<file path="src/rtl/bram_arbiter_2p.sv">
// bram_arbiter_2p: shares one single-port block RAM between two requesters.
// Round-robin arbitration per cycle. Grants are combinational and drive the
// BRAM port in the same cycle. Read responses are steered back to their
// requester by a {valid, id} pipeline that matches the BRAM read latency.
// Optional feature macro: ARB_CLEAR_EN. When it is defined, every address is
// zeroed after reset, and requests are held off while that clear runs.
module bram_arbiter_2p #(
    parameter int ADDR_W = 10,
    parameter int DATA_W = 32,
    parameter int RD_LAT = 1        // 1 = primitive only, 2 = output register
) (
    input  logic              clk,
    input  logic              rst,
    input  logic              req0,
    input  logic              we0,
    input  logic [ADDR_W-1:0] addr0,
    input  logic [DATA_W-1:0] wdata0,
    input  logic              req1,
    input  logic              we1,
    input  logic [ADDR_W-1:0] addr1,
    input  logic [DATA_W-1:0] wdata1,
    output logic              gnt0,
    output logic              gnt1,
    output logic              rvalid0,
    output logic              rvalid1,
    output logic [DATA_W-1:0] rdata0,
    output logic [DATA_W-1:0] rdata1,
    output logic              busy,
    output logic              mem_en,
    output logic              mem_we,
    output logic [ADDR_W-1:0] mem_addr,
    output logic [DATA_W-1:0] mem_din,
    input  logic [DATA_W-1:0] mem_dout
);

    logic              run;         // grants allowed
    logic              clr_active;  // clear sequencer owns the BRAM port
    logic [ADDR_W-1:0] clr_addr;
    logic              ptr_reg;     // preferred port when both request
    logic [RD_LAT-1:0] pv_reg;      // read pipeline: valid per stage
    logic [RD_LAT-1:0] pid_reg;     // read pipeline: requester id per stage

`ifdef ARB_CLEAR_EN
    typedef enum logic [0:0] {ST_CLEAR = 1'b0, ST_RUN = 1'b1} state_t;

    state_t            state_reg;
    logic [ADDR_W-1:0] clr_cnt_reg;
    logic              busy_reg;

    // Clear FSM: walk every address once after reset, then hand over to RUN.
    always_ff @(posedge clk or posedge rst) begin
        if (rst) begin
            state_reg   <= ST_CLEAR;
            clr_cnt_reg <= '0;
            busy_reg    <= 1'b1;
        end else begin
            case (state_reg)
                ST_CLEAR: begin
                    // The counter wraps back to 0 on the last address and is
                    // never used again.
                    clr_cnt_reg <= clr_cnt_reg + 1'b1;
                    if (&clr_cnt_reg) begin
                        state_reg <= ST_RUN;
                        busy_reg  <= 1'b0;
                    end
                end
                default: begin
                    state_reg <= ST_RUN;
                end
            endcase
        end
    end

    assign run        = (state_reg == ST_RUN);
    assign clr_active = (state_reg == ST_CLEAR);
    assign clr_addr   = clr_cnt_reg;
    assign busy       = busy_reg;
`else
    assign run        = 1'b1;
    assign clr_active = 1'b0;
    assign clr_addr   = '0;
    assign busy       = 1'b0;
`endif

    // Round-robin grant: a lone requester always wins; on contention ptr decides.
    always_comb begin
        gnt0 = 1'b0;
        gnt1 = 1'b0;
        if (!rst && run) begin
            if (req0 && (!req1 || !ptr_reg)) begin
                gnt0 = 1'b1;
            end else if (req1) begin
                gnt1 = 1'b1;
            end
        end
    end

    // BRAM port mux: the clear sequencer, then the granted requester, then idle zeros.
    always_comb begin
        mem_en   = 1'b0;
        mem_we   = 1'b0;
        mem_addr = '0;
        mem_din  = '0;
        if (!rst) begin
            if (clr_active) begin
                mem_en   = 1'b1;
                mem_we   = 1'b1;
                mem_addr = clr_addr;
            end else if (gnt0) begin
                mem_en   = 1'b1;
                mem_we   = we0;
                mem_addr = addr0;
                mem_din  = wdata0;
            end else if (gnt1) begin
                mem_en   = 1'b1;
                mem_we   = we1;
                mem_addr = addr1;
                mem_din  = wdata1;
            end
        end
    end

    // Priority pointer: after a grant, the other port gets preference.
    always_ff @(posedge clk or posedge rst) begin
        if (rst) begin
            ptr_reg <= 1'b0;
        end else if (gnt0) begin
            ptr_reg <= 1'b1;
        end else if (gnt1) begin
            ptr_reg <= 1'b0;
        end
    end

    // Read tag pipeline: one stage per cycle of BRAM latency. Reset drops in-flight reads.
    always_ff @(posedge clk or posedge rst) begin
        if (rst) begin
            pv_reg  <= '0;
            pid_reg <= '0;
        end else begin
            for (int i = 1; i < RD_LAT; i++) begin
                pv_reg[i]  <= pv_reg[i-1];
                pid_reg[i] <= pid_reg[i-1];
            end
            pv_reg[0]  <= (gnt0 && !we0) || (gnt1 && !we1);
            pid_reg[0] <= gnt1;
        end
    end

    assign rvalid0 = pv_reg[RD_LAT-1] && !pid_reg[RD_LAT-1];
    assign rvalid1 = pv_reg[RD_LAT-1] &&  pid_reg[RD_LAT-1];
    assign rdata0  = mem_dout;
    assign rdata1  = mem_dout;

endmodule

</file>
<file path="config.mk">
export PLATFORM = sky130hd
export DESIGN_NAME = bram_arbiter_2p
export DESIGN_NICKNAME = d
export VERILOG_FILES = /design/src/rtl/bram_arbiter_2p.sv
export SDC_FILE = /design/constraint.sdc
export NUM_CORES = 1
export LEC_CHECK = 0
export ABC_CLOCK_PERIOD_IN_PS = 1870
export CORE_AREA = 2 2 92 94
export DETAILED_ROUTE_END_ITERATION = 12
export DIE_AREA = 0 0 94 96
export PLACE_DENSITY = 0.66
export SLEW_MARGIN = 20
export SYNTH_ARGS = -nofsm -noshare
export SYNTH_HDL_FRONTEND = slang
export SYNTH_SLANG_ARGS = --single-unit
</file>
<file path="constraint.sdc">
create_clock -name clk -period 1.87 [get_ports clk]
set_clock_uncertainty 0.1 [all_clocks]
set_input_delay 0.374 -clock clk [delete_from_list [all_inputs] [get_ports clk]]
set_output_delay 0.374 -clock clk [all_outputs]
set_load 0.005 [all_outputs]
</file>
After elaboration in Yosys (flattened, before gate mapping):

Index checks and enable logic that the tools add are counted.

* output and inout port bits: 113
* word-level logic and storage cells: 35
* bits of input ports: 122
* register bits after elaboration: 3

* mux-type cells: 19
* reduce and logical (&&, ||, !) cells: 13

Operators by type and width (number)
* $mux W32: 3
* $mux W10: 3
* $mux W1: 13
* $logic_and A1 B1 Y1: 5
* $logic_not A1 Y1: 5
* $logic_or A1 B1 Y1: 2
* $reduce_bool A2 Y1: 1

Depth between registers and ports, before layout:

* word-level depth: 8
* depth in mapped cells: 5
* depth with buffers taken out: 3

Least setup slack after synthesis:

Ideal clock, no wire load.

* kind: register -> output
* start point: register ptr_reg
* end point: output mem_addr[0]
* path slack: 0.327 ns
* required time: 1.396 ns
* stages on the path, launching flop included: 6
* arrival: 1.069 ns
* buffers on the path: 2
* path through: dfrtp_1 nand2b_1 buf_6 buf_8 a32oi_1 nor2_1

* longest elaborated chain between the ends: 8
* elaborated cells on any way between the ends: 10
* classes of those cells: mux (7); reduce/logical (3)

Ends and longest elaborated chain
* from (decl): RTL line 39 `logic ptr_reg;`
* from (signal assigned): RTL line 126 `ptr_reg <= 1'b0;`
* from (signal assigned): RTL line 128 `ptr_reg <= 1'b1;`
* from (signal assigned): RTL line 130 `ptr_reg <= 1'b0;`
* $logic_not A1 Y1 *: RTL line 90 `if (req0 && (!req1 || !ptr_reg)) begin`
* $logic_or A1 B1 Y1 *: RTL line 90
* $logic_and A1 B1 Y1 *: RTL line 90
* $mux W1: RTL line 90
* $mux W1: RTL line 89 `if (!rst && run) begin`
* $mux W10: RTL line 114 `end else if (gnt1) begin`
* $mux W10 *: RTL line 109 `end else if (gnt0) begin`
* $mux W10 *: RTL line 104 `if (!rst) begin`
* to (decl): RTL line 31 `output logic [ADDR_W-1:0] mem_addr,`

Mark *: on every way between the ends. The rest lies on a longest branch, timed or not.

Worst setup path after layout:

* start point: register ptr_reg
* end point: output gnt0

* longest elaborated chain between the ends: 5

Ends and longest elaborated chain
* $logic_not A1 Y1: RTL line 90
* $logic_or A1 B1 Y1: RTL line 90
* $logic_and A1 B1 Y1: RTL line 90
* $mux W1: RTL line 90
* $mux W1: RTL line 89
* to (decl): RTL line 22 `output logic gnt0,`

No other way between the ends.

==> flow_metrics.env <==
export IMPL_status="finished with violations"
export IMPL_violations="negative setup slack"
export IMPL_cp_arrival_ns=1.47
export IMPL_antenna_found_initial=0
export IMPL_worst_setup_path_start_kind="register"
export IMPL_grt_ovfl_total=0
export IMPL_final_hold_viol_count=0
export IMPL_rsz0062_at_grt="true"
export IMPL_p_int_w=0.0006290
export IMPL_power_switching_w=0.0003088
export IMPL_power_frac_clock_pct=20.5
export IMPL_required_ns=1.40
export IMPL_die_x_um=94
export IMPL_synthesis_area_um2=1360
export IMPL_netlist_instances=189
export IMPL_wirelength_mm=6.015
export IMPL_cts_buffer_depth=2
export IMPL_ys_seq_area_share_pct=5.520
export IMPL_yosysUniqueCellTypes=19
export IMPL_dr_pass1_iters=6
export IMPL_dieArea_um2=9024
export IMPL_met3_usage_pct=2.741
export IMPL_met1_usage_pct=11.55
export IMPL_cap_viol_max_count=0
export IMPL_fmaxAchievable_mhz=515.1
export IMPL_core_area_um2=8051
export IMPL_layout_common_cells="89 x clkdlybuf4s50_1, 46 x nor2_1, 39 x a32oi_1, 33 x buf_2, 12 x clkbuf_2"
export IMPL_crit_path_max_fanout=12
export IMPL_avgRoutedWirePerCell_um=16.13
export IMPL_final_cells=373
export IMPL_powerDensity_nw_per_um2=389.0
export IMPL_peakVddDrop_mv=0.1973
export IMPL_dieHeight_um=96
export IMPL_drc=0
export IMPL_hold_buffers=0
export IMPL_initial_core_util_pct=16.89
export IMPL_use_met2_pct=21.07
export IMPL_switching_share_pct=32.93
export IMPL_placement_io_buffers=137
export IMPL_routabilityCongestion=0.6467
export IMPL_root_buffer="clkbuf_8"
export IMPL_grt_usage_pct=11.31
export IMPL_p_leak_nw=1.010
export IMPL_n_antenna_cell=0
export IMPL_io_pins=235
export IMPL_min_path_type="input pin to async pin"
export IMPL_drive_gt1_share_pct=30.22
export IMPL_top_usage_layer="met2"
export IMPL_vias=1661
export IMPL_grt_max_degree=27
export IMPL_hpwl_mm=4.387
export IMPL_p_comb_share_pct=70.9
export IMPL_setup_violations=31
export IMPL_grt_pass1_wl_mm=7.990
export IMPL_htree_levels=1
export IMPL_clkTransAtPathRegs_ns=0.03
export IMPL_cp_end_kind="primary output"
export IMPL_clock_latency_ns=0.22
export IMPL_crit_type="register to primary output"
export IMPL_clkSinkCount=3
export IMPL_ant_nets=0
export IMPL_vias_per_cell=4.453
export IMPL_min_period_ns=1.941
export IMPL_power_frac_seq_pct=8.6
export IMPL_synth_seq_cells=3
export IMPL_cts_tree="built"
export IMPL_drtIter0Drc=19
export IMPL_final_common_cell="clkdlybuf4s50_1"
export IMPL_avgSynthCellArea_um2=7.196
export IMPL_pre_cts_slack_ns=-0.6286
export IMPL_nNetsFinal=391
export IMPL_layout_setup_ws_ns=-0.07121
export IMPL_stdcell_area_um2=2411
export IMPL_finalCritPeriodShare_pct=103.8
export IMPL_yosysWarnings=0
export IMPL_dp_cells=360
export IMPL_fin_tns_setup_ns=-0.7251
export IMPL_syn_num_nets=311
export IMPL_cts_made_buffers=3
export IMPL_maxSlewViolCount=0
export IMPL_first_global_vias=1543
export IMPL_area_growth_pct=77.28
export IMPL_place_area_um2=2374
export IMPL_rows=33
## worst max-delay path, cell delays in order, from the launching register on
cell             delay [ns]
dfrtp_2                0.42
a21boi_4               0.16
buf_4                  0.13
buf_6                  0.09
buf_16                 0.12
and2_1                 0.12
clkdlybuf4s15_2        0.20
## routing by layer
metal | vias up | routed length [um]
met5 | - | 0
met4 | 0 | 286
met3 | 40 | 668
met2 | 106 | 3071
met1 | 737 | 1988
li1 | 778 | -
## Yosys cell counts (all sizes together)
cell	instances	area, um2
dfrtp	3	75.07
nand2	2	7.510
nand2b	1	6.260
clkbuf	4	15.01
conb	1	3.750
a21oi	1	5.000
nor2	47	176.4
inv	1	3.750
a32oi	43	376.6
a31oi	1	6.260
nor2b	1	6.260
buf	80	639.4
a21boi	1	18.77
and2	2	12.51
o31ai	1	7.510
## logic make-up (layout without fill, tap and decap cells)
| group | count (synthesis) | count (layout) | synth area share, % |
|---|---|---|---|
| flip-flops | 3 | 3 | 5.520 |
| buffers and inverters | 85 | 164 | 48.39 |
| AND/OR/NAND/NOR | 53 | 53 | 15.36 |
| other | 1 | 1 | 0.2757 |
| AO/OA/AOI/OAI | 47 | 47 | 30.45 |
## metrics by stage
stage	total power (W)	util, %	hold WS, ns
6_report	0.0009379	29.95	0.1069
4_1_cts	0.0009429	30.41	0.1022
5_1_grt	0.001003	29.95	0.1228
3_3_place_gp	0.0007055	29.48	0.3182
3_5_place_dp	0.0007120	29.48	0.3263
2_1_floorplan	0.0004469	-	0.04916
## final timing paths
| path | startpoint | end | cells after the start | slack (ns) |
|---|---|---|---|---|
| setup reg to reg | ptr_reg | pv_reg | 5 | 0.49 |
| hold reg to reg | ptr_reg | ptr_reg | 2 | 0.53 |
| hold / removal | rst | pid_reg | 3 | 0.11 |
| min in group clk | rst | pid_reg | 3 | 0.45 |
| max in group asynchronous | rst | ptr_reg | 3 | 1.45 |
| setup / recovery | ptr_reg | gnt0 | 6 | -0.07 |
## repair_timing
action	4_1_cts	5_1_grt
buffers inserted	6	0
gates resized for setup	152	38
setup endpoints to repair	46	46
pin swaps	44	17
gates cloned	3	1
## power groups by stage
stage                     Sequential (W)  Clock [W]  Combinational (W)
after global routing           0.0000829   0.000206           0.000714
final                          0.0000806   0.000192           0.000665
after global placement         0.0000809          0           0.000625
after detailed placement       0.0000810          0           0.000631
after floorplan                0.0000797          0           0.000367
after CTS                      0.0000794   0.000199           0.000664
## area by class of cell
class,count,area [um2]
timing repair buffer,159,1488
multi-input combinational,101,666.9
tap,105,131.4
inverter,1,3.754
fill,875,5640
sequential,3,76.32
clock buffer,4,45.04
Note: power is estimated with default switching activity, not from simulation.
